--- config.mk ---
export PLATFORM = sky130hd
export DESIGN_NAME = prog_loader_flat
export DESIGN_NICKNAME = d
export VERILOG_FILES = /design/src/rtl/prog_loader_if.sv /design/src/rtl/prog_loader.sv /design/src/flat_wrapper.sv
export SDC_FILE = /design/constraint.sdc
export NUM_CORES = 1
export LEC_CHECK = 0
export BUFFER_PORTS_ARGS = -buffer_cell sky130_fd_sc_hd__buf_2
export CORE_MARGIN = 5
export CORE_UTILIZATION = 24
export CTS_CLUSTER_DIAMETER = 120
export CTS_CLUSTER_SIZE = 20
export DETAILED_ROUTE_END_ITERATION = 6
export GPL_ROUTABILITY_DRIVEN = 0
export GPL_TIMING_DRIVEN = 0
export SYNTH_ARGS = -nofsm -noshare
export SYNTH_HDL_FRONTEND = slang
export SYNTH_SLANG_ARGS = --single-unit
--- constraint.sdc ---
create_clock -name clka -period 2.7 [get_ports clka]
set_input_delay 0.675 -clock clka [delete_from_list [all_inputs] [get_ports clka]]
set_output_delay 0.675 -clock clka [all_outputs]
set_load 0.02 [all_outputs]
--- src/rtl/prog_loader_if.sv ---
// Byte-stream source and instruction-memory write port of prog_loader.
// slave = loader side, master = byte source / memory side.
interface prog_loader_if;
    logic        byte_valid;
    logic [7:0]  byte_data;
    logic        byte_ready;
    logic [15:0] load;
    logic        we_ins;
    logic [5:0]  wr_addr;

    modport slave  (input  byte_valid, byte_data, output byte_ready, load, we_ins, wr_addr);
    modport master (output byte_valid, byte_data, input  byte_ready, load, we_ins, wr_addr);
endinterface

--- src/rtl/prog_loader.sv ---
// Assembles byte pairs into 16-bit words and writes NUM_WORDS of them to instruction memory.
// Optional trailing checksum byte enabled by `define PROG_LOADER_CHECKSUM_EN.
module prog_loader #(
    parameter int NUM_WORDS = 64,
    parameter bit HI_FIRST  = 1'b1
) (
    input  logic         clka,
    input  logic         reset,
    input  logic         start,
    prog_loader_if.slave bus,
    output logic         cpu_reset,
    output logic         busy,
    output logic         done,
    output logic         csum_err
);
`ifdef PROG_LOADER_CHECKSUM_EN
    typedef enum logic [2:0] {IDLE, BYTE0, BYTE1, WRITE, CSUM, DONE} state_t;
`else
    typedef enum logic [2:0] {IDLE, BYTE0, BYTE1, WRITE, DONE} state_t;
`endif

    localparam logic [5:0] LAST_ADDR = 6'(NUM_WORDS - 1);

    state_t      state_q, state_d;
    logic [15:0] load_q, load_d;
    logic [5:0]  addr_q, addr_d;
    logic        xfer;

    assign xfer = bus.byte_valid && bus.byte_ready;

`ifdef PROG_LOADER_CHECKSUM_EN
    logic [7:0] sum_q, sum_d, sum_nxt;
    logic       csum_err_q, csum_err_d;

    assign sum_nxt  = sum_q + bus.byte_data;
    assign csum_err = csum_err_q;
`else
    assign csum_err = 1'b0;
`endif

    always_comb begin
        state_d        = state_q;
        load_d         = load_q;
        addr_d         = addr_q;
        bus.byte_ready = 1'b0;
        bus.we_ins     = 1'b0;
`ifdef PROG_LOADER_CHECKSUM_EN
        sum_d      = sum_q;
        csum_err_d = csum_err_q;
`endif
        case (state_q)
            IDLE, DONE: begin
                if (start) begin
                    state_d = BYTE0;
                    addr_d  = '0;
`ifdef PROG_LOADER_CHECKSUM_EN
                    sum_d      = '0;
                    csum_err_d = 1'b0;
`endif
                end
            end
            BYTE0: begin
                bus.byte_ready = 1'b1;
                if (xfer) begin
                    if (HI_FIRST) load_d[15:8] = bus.byte_data;
                    else          load_d[7:0]  = bus.byte_data;
`ifdef PROG_LOADER_CHECKSUM_EN
                    sum_d = sum_nxt;
`endif
                    state_d = BYTE1;
                end
            end
            BYTE1: begin
                bus.byte_ready = 1'b1;
                if (xfer) begin
                    if (HI_FIRST) load_d[7:0]  = bus.byte_data;
                    else          load_d[15:8] = bus.byte_data;
`ifdef PROG_LOADER_CHECKSUM_EN
                    sum_d = sum_nxt;
`endif
                    state_d = WRITE;
                end
            end
            WRITE: begin
                bus.we_ins = 1'b1;
                addr_d     = addr_q + 6'd1;
                if (addr_q == LAST_ADDR) begin
`ifdef PROG_LOADER_CHECKSUM_EN
                    state_d = CSUM;
`else
                    state_d = DONE;
`endif
                end else begin
                    state_d = BYTE0;
                end
            end
`ifdef PROG_LOADER_CHECKSUM_EN
            CSUM: begin
                bus.byte_ready = 1'b1;
                if (xfer) begin
                    csum_err_d = (sum_nxt != 8'h00);
                    state_d    = DONE;
                end
            end
`endif
            default: state_d = IDLE;
        endcase
    end

    always_ff @(posedge clka or negedge reset) begin
        if (!reset) begin
            state_q <= IDLE;
            load_q  <= '0;
            addr_q  <= '0;
`ifdef PROG_LOADER_CHECKSUM_EN
            sum_q      <= '0;
            csum_err_q <= 1'b0;
`endif
        end else begin
            state_q <= state_d;
            load_q  <= load_d;
            addr_q  <= addr_d;
`ifdef PROG_LOADER_CHECKSUM_EN
            sum_q      <= sum_d;
            csum_err_q <= csum_err_d;
`endif
        end
    end

    // The processor is released only from a clean DONE; IDLE after reset keeps it held.
    assign cpu_reset   = (state_q != DONE) || csum_err;
    assign busy        = (state_q != IDLE) && (state_q != DONE);
    assign done        = (state_q == DONE);
    assign bus.load    = load_q;
    assign bus.wr_addr = addr_q;
endmodule

--- src/flat_wrapper.sv ---
// flat-port wrapper written by rule: the top's interface ports become plain ports
module prog_loader_flat 
#(
    parameter int NUM_WORDS = 64,
    parameter bit HI_FIRST  = 1'b1
)
  (clka, reset, start, cpu_reset, busy, done, csum_err, bus_byte_valid, bus_byte_data, bus_byte_ready, bus_load, bus_we_ins, bus_wr_addr);
  prog_loader_if bus_i ();
  input  logic clka;
  input  logic reset;
  input  logic start;
  output logic cpu_reset;
  output logic busy;
  output logic done;
  output logic csum_err;
  input wire logic [$bits(bus_i.byte_valid)-1:0] bus_byte_valid;
  input wire logic [$bits(bus_i.byte_data)-1:0] bus_byte_data;
  output wire logic [$bits(bus_i.byte_ready)-1:0] bus_byte_ready;
  output wire logic [$bits(bus_i.load)-1:0] bus_load;
  output wire logic [$bits(bus_i.we_ins)-1:0] bus_we_ins;
  output wire logic [$bits(bus_i.wr_addr)-1:0] bus_wr_addr;
  assign bus_i.byte_valid = bus_byte_valid;
  assign bus_i.byte_data = bus_byte_data;
  assign bus_byte_ready = bus_i.byte_ready;
  assign bus_load = bus_i.load;
  assign bus_we_ins = bus_i.we_ins;
  assign bus_wr_addr = bus_i.wr_addr;
  prog_loader #(.NUM_WORDS(NUM_WORDS), .HI_FIRST(HI_FIRST)) u_core (.clka(clka), .reset(reset), .start(start), .bus(bus_i), .cpu_reset(cpu_reset), .busy(busy), .done(done), .csum_err(csum_err));
endmodule
# Word level (Yosys, flattened, before mapping)
# Index checks and enable logic that the tools add are counted.
[word_totals] regBits=25 elab_cells=39 in_bits=12
[op_classes] n_reduce_logical=11 bitwise=2 muxes=12 eq_ne=9 n_addsub=1
[ops] operator="16-bit one-hot mux with 2 select lines" n=1
[ops] operator="16-bit two-way mux" n=1
[ops] operator="3-bit two-way mux" n=4
[ops] operator="3-bit one-hot mux with 4 select lines" n=1
[ops] operator="6-bit one-hot mux with 2 select lines" n=1
[ops] operator="3-bit AND reduction" n=3
[ops] operator="8-bit two-way mux" n=1
[ops] operator="6-bit by 1-bit adder with 6-bit output, second input constant" n=1
[ops] operator="3-bit by 2-bit == test with 1-bit output, second input constant" n=2
[ops] operator="6-bit == test, second input constant" n=1
[ops] operator="6-bit two-way mux" n=1
[ops] operator="2-bit by 1-bit inequality test with 1-bit output, second input constant" n=2
[ops] operator="2-bit OR reduction" n=2
[ops] operator="3-bit by 1-bit == test with 1-bit output, second input constant" n=1
[ops] operator="3-bit == test, second input constant" n=1
[ops] operator="3-bit zero test" n=1
[ops] operator="3-bit inequality test, second input constant" n=1
[ops] operator="3-bit nonzero test" n=1
[ops] operator="1-bit logical AND" n=2
[ops] operator="1-bit two-way mux" n=2
[ops] operator="2-bit inequality test, second input constant" n=1
[ops] operator="1-bit inverter" n=2
[ops] operator="2-bit AND reduction" n=1
[ops] operator="2-bit nonzero test" n=1

# Logic depth before layout (Yosys ltp)
# Gate-level depths: netlist of run 1.
[logic_depth] word_depth=6 mapped_depth=5

# Worst setup path after synthesis of run 1
# No wires, ideal clock.
[synth_path] path_kind="reg-to-output" from="reg u_core.state_q[0]" to="out bus_byte_ready" required_ps=2025 t_arrival_ps=1073 path_stages_with_launch=4 path_slack_ps=952 n_path_buf=1 path_cell_list="dfrtp_1 -> buf_2 -> or2b_1 -> a21oi_1"
[synth_via] elab_chain_len=3
[synth_lines] element="from (decl)" line="prog_loader.sv:24" rtl="state_t state_q, state_d;"
[synth_lines] element="from (signal assigned)" line="prog_loader.sv:120" rtl="state_q <= state_d;"
[synth_lines] element="3-bit by 2-bit == test with 1-bit output or 3-bit by 1-bit == test with 1-bit output (tied branches)" line="prog_loader.sv:51" rtl="case (state_q)"
[synth_lines] element="2-bit OR reduction (no line) (*)"
[synth_lines] element="1-bit two-way mux (*)" line="prog_loader.sv:51"
[synth_lines] element="to (decl)" line="flat_wrapper.sv:18" rtl="output wire logic [$bits(bus_i.byte_ready)-1:0] bus_byte_ready;"
# Mark *: on every way between the ends. The rest lies on a longest branch, timed or not.

# Final worst setup path of run 1
[layout_path] from="reg u_core.state_q[2]" to="out bus_we_ins"
[layout_via] elab_chain_len=2
[layout_lines] element="3-bit by 2-bit == test with 1-bit output" line="prog_loader.sv:51"
[layout_lines] element="1-bit two-way mux" line="prog_loader.sv:51"
[layout_lines] element="to (decl)" line="flat_wrapper.sv:20" rtl="output wire logic [$bits(bus_i.we_ins)-1:0] bus_we_ins;"
# Every way passes these cells.

==> results.py, run 1 <==
metrics = {
    "timing": {
        "hold_viol": 0,
        "tns_ps": 0,
        "fmax_ghz": 0.4657,
        "min_period_over_period": 0.7953,
        "setup-violations-final": 0,
        "final.min_clock_period_ps": 2147,
        "slew_headroom": 0.6309,
        "worstMarginPinSlew_ps": 553.6,
        "rsz0062_at_grt": "false",
        "finalClockSkew_ps": 1.560,
        "final_max_slew_viol_count": 0,
    },
    "synthesis": {
        "syn_inst": 90,
        "syn_nets": 103,
        "synth-async-reset-ratio": 1.000,
        "synth-seq-cells": 25,
        "yosysUniqueCellTypes": 28,
        "synth-edff-count": 0,
        "yosys_warnings": 0,
        "synth.cell_area_mm2": 0.001111,
        "synth-main-ff-cell": "dfrtp_1",
        "ys_seq_area_frac": 0.5631,
        "syn_avg_cell_area_um2": 12.35,
    },
    "routing": {
        "finalWirelength_mm": 2.417,
        "num_vias": 828,
        "first_iter_violations": 25,
        "viasPerCell": 4.500,
        "antenna_left": 0,
        "drtPass1Iterations": 3,
        "wl_per_cell_um": 13.14,
        "route.detailed.drc": 0,
    },
    "setup_path": {
        "crit_start": "u_core.state_q[2]",
        "cp-start-kind": "flop",
        "critPathMaxFanout": 9,
        "worst_ep_arrival_time_ps": 1470,
        "reg2reg_from": "u_core.state_q[2]",
        "end_kind": "output port",
        "critPathKind": "flop to output port",
        "critPathRequiredTime_ps": 2030,
    },
    "global_routing": {
        "grt_pass1_wl_mm": 4.140,
        "grt_max_degree": 26,
        "track_usage": 0.08369,
        "antenna_found_initial": 0,
        "grt_pass1_vias": 869,
        "grt_overflow_total": 0,
    },
    "clocking": {
        "numCtsBuffers": 3,
        "root_buffer": "clkbuf_8",
        "clock_sinks": 25,
        "clkSlewWorstSetupHoldPaths_ps": 90,
        "htree_levels": 1,
        "postCtsHoldBufs": 0,
        "clockBufferDepth": 2,
        "post_cts_resize_count": 0,
        "post_cts_buffers": 0,
        "cts_tree": "yes",
        "clock_latency_ps": 270,
    },
    "layout": {
        "fin_nets": 146,
        "n_antenna_cell": 0,
        "nFillCells": 463,
        "area_delta_synth_final_pct": 27.37,
        "final_core_util": 0.3206,
        "drive_above_1_share": 0.5000,
    },
    "floorplanning": {
        "die_w_um": 78.04,
        "ioPinCount": 40,
        "core_area_mm2": 0.004414,
        "start_util": 0.2517,
        "die-area_mm2": 0.006090,
        "fp.dieH_um": 78.04,
        "rows": 24,
    },
    "pwr": {
        "ir_drop_v": 0.0003892,
        "total_power_mw": 1.608,
        "power_leakage_nw": 0.7058,
        "pwr_density_cell_mw_per_mm2": 1136,
    },
    "run_status": {
        "status": "completed",
    },
    "worst_hold_path": {
        "hp-class": "primary input to asynchronous set/reset pin",
    },
    "placed_design": {
        "port_buffers": 38,
    },
    "flow_run": {
        "drv_cap": 0,
    },
}
logic make-up (layout without fill, tap and decap cells):
family	count (synthesis)	in the layout	share of synthesized area
muxes	19	19	0.1903
xor gates and xnor gates	1	1	0.007884
and+or+nand+nor	28	28	0.1475
DFF	25	25	0.5631
AOI/OAI and AO/OA	7	7	0.03604
other	1	1	0.003375
buffers and inverters	8	50	0.04054
adders and majority gates	1	1	0.01126
metal layers:
metal  global-route usage  part of all wire  vias to the layer above
li1                     -                 -                      395
met1               0.1050              0.43                      399
met2               0.1374              0.48                       32
met3              0.03661             0.086                        2
met4              0.01014            0.0050                        0
met5                    0                 0                        -
cell type report:
type / count / area (µm²) / share of cell area
flip-flops and latches: 25 / 625.6 / 0.4421
clock inverters: 1 / 7.507 / 0.005305
repair buffers: 38 / 190.2 / 0.1344
inverters: 3 / 11.26 / 0.007958
clock buffers: 3 / 41.29 / 0.02918
plain buffers: 5 / 33.78 / 0.02387
multi-input cells: 57 / 440.4 / 0.3112
well taps: 52 / 65.06 / 0.04598
Yosys cell counts, types with 2 or more instances:
master,count,share of area
buf_2,2,0.0090
nor3_1,2,0.0090
o21ai_0,3,0.014
nand3_1,8,0.036
a21oi_1,2,0.0090
nand3b_1,3,0.020
mux2i_1,2,0.018
mux2_2,17,0.17
nand2_1,6,0.020
inv_1,3,0.010
dfrtp_1,25,0.56
registers in the layout (all words and copies together), names as in the netlist:
| signal | cells |
|---|---|
| u_core.state_q | 3 |
| u_core.bus.wr_addr | 6 |
| u_core.bus.load | 16 |
cells in the final DEF, fill, tap and decap left out, types with 2 or more instances in the layout:
cell type,instances
inv_1,3
nor3_1,2
a21oi_1,2
buf_2,40
dfrtp_1,25
o21ai_0,3
mux2i_1,2
nand3b_1,3
clkbuf_8,3
nand2_1,6
nand3_1,8
mux2_2,17
worst max-delay path, cell delays in order (launching register included):
cell and delay [ps]:
dfrtp_1 460, nand3b_2 340, inv_1 210, buf_2 200
where the power goes:
group	internal, mW	switching, mW
clock	0.105	0.121
combinational	0.315	0.450
sequential	0.530	0.0882
through the flow:
step                cell area, µm²  setup slack (ps)  instances  hold WS (ps)
floorplan                     1111             951.6         90         379.4
global placement              1366             884.6        180         483.1
detailed placement            1366             844.2        180         487.0
CTS                           1415             534.8        184         404.2
global route                  1415             416.9        184         437.3
finish                        1415             552.8        184         383.6
worst paths after layout:
check                                        end  slack, ps  cells past startpoint
setup / recovery                      bus_we_ins        550                      3
hold / removal                u_core.bus.load[8]        380                      1
setup reg to reg           u_core.bus.wr_addr[3]       1060                      4
hold reg to reg            u_core.bus.wr_addr[5]        500                      1
max in group asynchronous    u_core.bus.load[12]       1950                      1
min in group clka          u_core.bus.wr_addr[5]        500                      1
Note: power is estimated with default switching activity, not from simulation.
==> inputs of run 2 (changes only) <==
--- a/config.mk
+++ b/config.mk
@@ -5,6 +5,7 @@
 export SDC_FILE = /design/constraint.sdc
 export NUM_CORES = 1
 export LEC_CHECK = 0
+export ABC_AREA = 1
 export BUFFER_PORTS_ARGS = -buffer_cell sky130_fd_sc_hd__buf_2
 export CORE_MARGIN = 5
 export CORE_UTILIZATION = 24
==> constraint.sdc (replaced) <==
create_clock -name clka -period 1.7 [get_ports clka]
set_input_delay 0.425 -clock clka [delete_from_list [all_inputs] [get_ports clka]]
set_output_delay 0.425 -clock clka [all_outputs]
set_load 0.02 [all_outputs]
==> run 2 against run 1 <==
Against the previous run: critical endpoint is now cpu_reset; final area increased by 15%; utilization increased by 0.25 points; clock-buffer cell count unchanged; sequential power is 57% higher.
==> results.py, run 2 <==
metrics = {
    "setup_path": {
        "worst_ep_arrival_time_ps": 1260,
        "slowest_stage": "dfrtp_2",
        "critical_path_depth": 5,
        "critPathRequiredTime_ps": 1270,
        "end_kind": "output port",
        "critPathMaxFanout": 4,
        "rr_worst_depth": 6,
        "path_cells": "nor2_2, inv_1, nor2_2, inv_1, buf_2",
        "max_stage_delay_ps": 460,
        "cp-start-kind": "flop",
        "critPathKind": "flop to output port",
        "cp_num_buf_inv": 3,
        "critPathTopFamily": "flip-flops",
    },
    "routing": {
        "num_vias": 1051,
        "wl_per_cell_um": 11.48,
        "first_iter_violations": 15,
        "finalWirelength_mm": 2.962,
        "antenna_left": 0,
        "viasPerCell": 4.074,
        "drtPass1Iterations": 3,
        "route.detailed.drc": 0,
    },
    "layout": {
        "fin_nets": 202,
        "nFillCells": 542,
        "mostFrequentLayoutCell": "buf_2",
        "area_delta_synth_final_pct": 33.26,
        "final_cell_mix": "38 x buf_2, 32 x nand2_1, 23 x dfrtp_1",
        "n_antenna_cell": 0,
        "drive_above_1_share": 0.4202,
        "seq_area_um2": 628.1,
        "multi_input_area_um2": 500.5,
        "largest_register_ffs": 16,
        "stdcell_count": 258,
    },
    "synthesis": {
        "yosysUniqueCellTypes": 24,
        "synth-main-ff-cell": "dfrtp_1",
        "synth-async-reset-ratio": 1.000,
        "syn_nets": 153,
        "syn_inst": 140,
        "ys_seq_area_frac": 0.5118,
        "synth_common_cells": "34 x nand2_1, 25 x dfrtp_1, 17 x inv_1, 13 x nand3_1, 13 x o21ai_0",
        "synth-seq-cells": 25,
        "synth_top_area_share": 0.5118,
        "syn_avg_cell_area_um2": 8.732,
        "synth.cell_area_mm2": 0.001222,
        "synth-edff-count": 0,
        "yosys_warnings": 0,
        "synth.area.top_cells": "dfrtp_1 51%, nand2_1 10%, o21ai_2 5.7%, nand3_1 5.3%, o21ai_0 5.3%",
        "yosysTopAreaCell": "dfrtp_1",
        "synthMostInstantiatedCell": "nand2_1",
    },
    "timing": {
        "slew_headroom": 0.6105,
        "final.min_clock_period_ps": 1684,
        "whs_ps": 139.3,
        "min_period_over_period": 0.9907,
        "final_max_slew_viol_count": 0,
        "finalClockSkew_ps": 10.44,
        "rsz0062_at_grt": "true",
        "worstMarginPinSlew_ps": 584.2,
        "hold_viol": 0,
        "setup-violations-final": 0,
        "fmax_ghz": 0.5938,
    },
    "global_routing": {
        "grt_pass1_wl_mm": 4.802,
        "antenna_found_initial": 0,
        "grt_pass1_vias": 1032,
        "track_usage": 0.09620,
        "grt_max_degree": 26,
        "grt_overflow_total": 0,
    },
    "floorplanning": {
        "start_util": 0.2424,
        "rows": 26,
        "core_area_mm2": 0.005042,
        "die_w_um": 81.37,
        "ioPinCount": 40,
        "die-area_mm2": 0.006621,
        "fp.dieH_um": 81.37,
    },
    "pwr": {
        "power_leakage_nw": 0.8593,
        "p_clk_frac": 0.136,
        "p_sw_mw": 1.254,
        "sw_frac_of_total": 0.4495,
        "pwr_density_cell_mw_per_mm2": 1713,
        "p_seq_frac": 0.348,
        "total_power_mw": 2.791,
        "ir_drop_v": 0.0006990,
        "p_int_mw": 1.536,
        "power_frac_comb": 0.516,
    },
    "worst_hold_path": {
        "hp-class": "primary input to asynchronous set/reset pin",
    },
    "clocking": {
        "root_buffer": "clkbuf_8",
        "htree_levels": 1,
        "clock_sinks": 25,
        "clkSlewWorstSetupHoldPaths_ps": 100,
        "postCtsHoldBufs": 0,
        "cts_tree": "yes",
        "numCtsBuffers": 3,
        "clock_latency_ps": 280,
        "clockBufferDepth": 2,
    },
    "placed_design": {
        "port_buffers": 38,
        "dp_hpwl_mm": 2.185,
        "post-place-cells": 248,
    },
    "run_status": {
        "status": "completed",
    },
    "flow_run": {
        "drv_cap": 0,
    },
}
run 2: kinds of logic (layout without fill, tap and decap cells):
group,count (synthesis),count (layout),synth area share
AOI/OAI and AO/OA,24,24,0.1249
DFF,25,25,0.5118
adders and majority gates,1,1,0.01023
and+or+nand+nor,62,62,0.2426
xor gates and xnor gates,2,2,0.01433
other,1,1,0.003068
buffers and inverters,25,73,0.09313
run 2: worst paths after layout:
path,startpoint,slack (ps),end
setup / recovery,u_core.state_q[0],20,cpu_reset
hold / removal,reset,140,u_core.bus.load[9]
setup reg to reg,u_core.bus.wr_addr[0],410,u_core.state_q[0]
hold reg to reg,u_core.bus.load[7],480,u_core.bus.load[7]
max in group asynchronous,reset,1140,u_core.state_q[0]
min in group clka,bus_byte_data[4],380,u_core.bus.load[12]
run 2: area by class of cell:
| type | count | share of cell area |
|---|---|---|
| well taps | 70 | 0.05376 |
| repair buffers | 44 | 0.1482 |
| clock buffers | 3 | 0.02535 |
| inverters | 20 | 0.04608 |
| plain buffers | 5 | 0.02842 |
| flip-flops and latches | 25 | 0.3856 |
| multi-input cells | 90 | 0.3072 |
| clock inverters | 1 | 0.005376 |
run 2: worst reg2reg max path, delay by kind of cell (launching register included):
family,cells,cell delay (ps)
adders and majority gates,1,210
DFF,1,440
and+or+nand+nor,4,340
AOI/OAI and AO/OA,1,200
run 2: power groups by stage:
stage	combinational [mW]	sequential (mW)	clock (mW)
2_1_floorplan	0.641	1.20	0
3_3_place_gp	1.29	0.970	0
3_5_place_dp	1.30	0.965	0
4_1_cts	1.35	0.968	0.397
5_1_grt	1.59	1.00	0.416
6_report	1.44	0.972	0.379
run 2: timing repair:
item | 4_1_cts | 5_1_grt
pin swaps | 1 | 2
endpoints found under the setup margin | 3 | 4
gates resized for setup | 7 | 6
buffers inserted | 1 | 5
run 2: through the flow:
stage	TNS (ps)	setup WS, ps	cell area [µm²]	util
2_1_floorplan	0	46.59	1222	-
3_3_place_gp	0	178.5	1500	0.2975
3_5_place_dp	0	162.8	1500	0.2975
4_1_cts	-27.79	-27.79	1572	0.3117
5_1_grt	-120.3	-58.52	1629	0.3231
6_report	0	15.80	1629	0.3231
run 2: per-layer routing:
layer,vias up,wire (µm),track usage
li1,538,-,-
met1,482,1375,0.1196
met2,29,1368,0.1572
met3,2,200,0.03769
met4,0,19,0.02027
met5,-,0,0
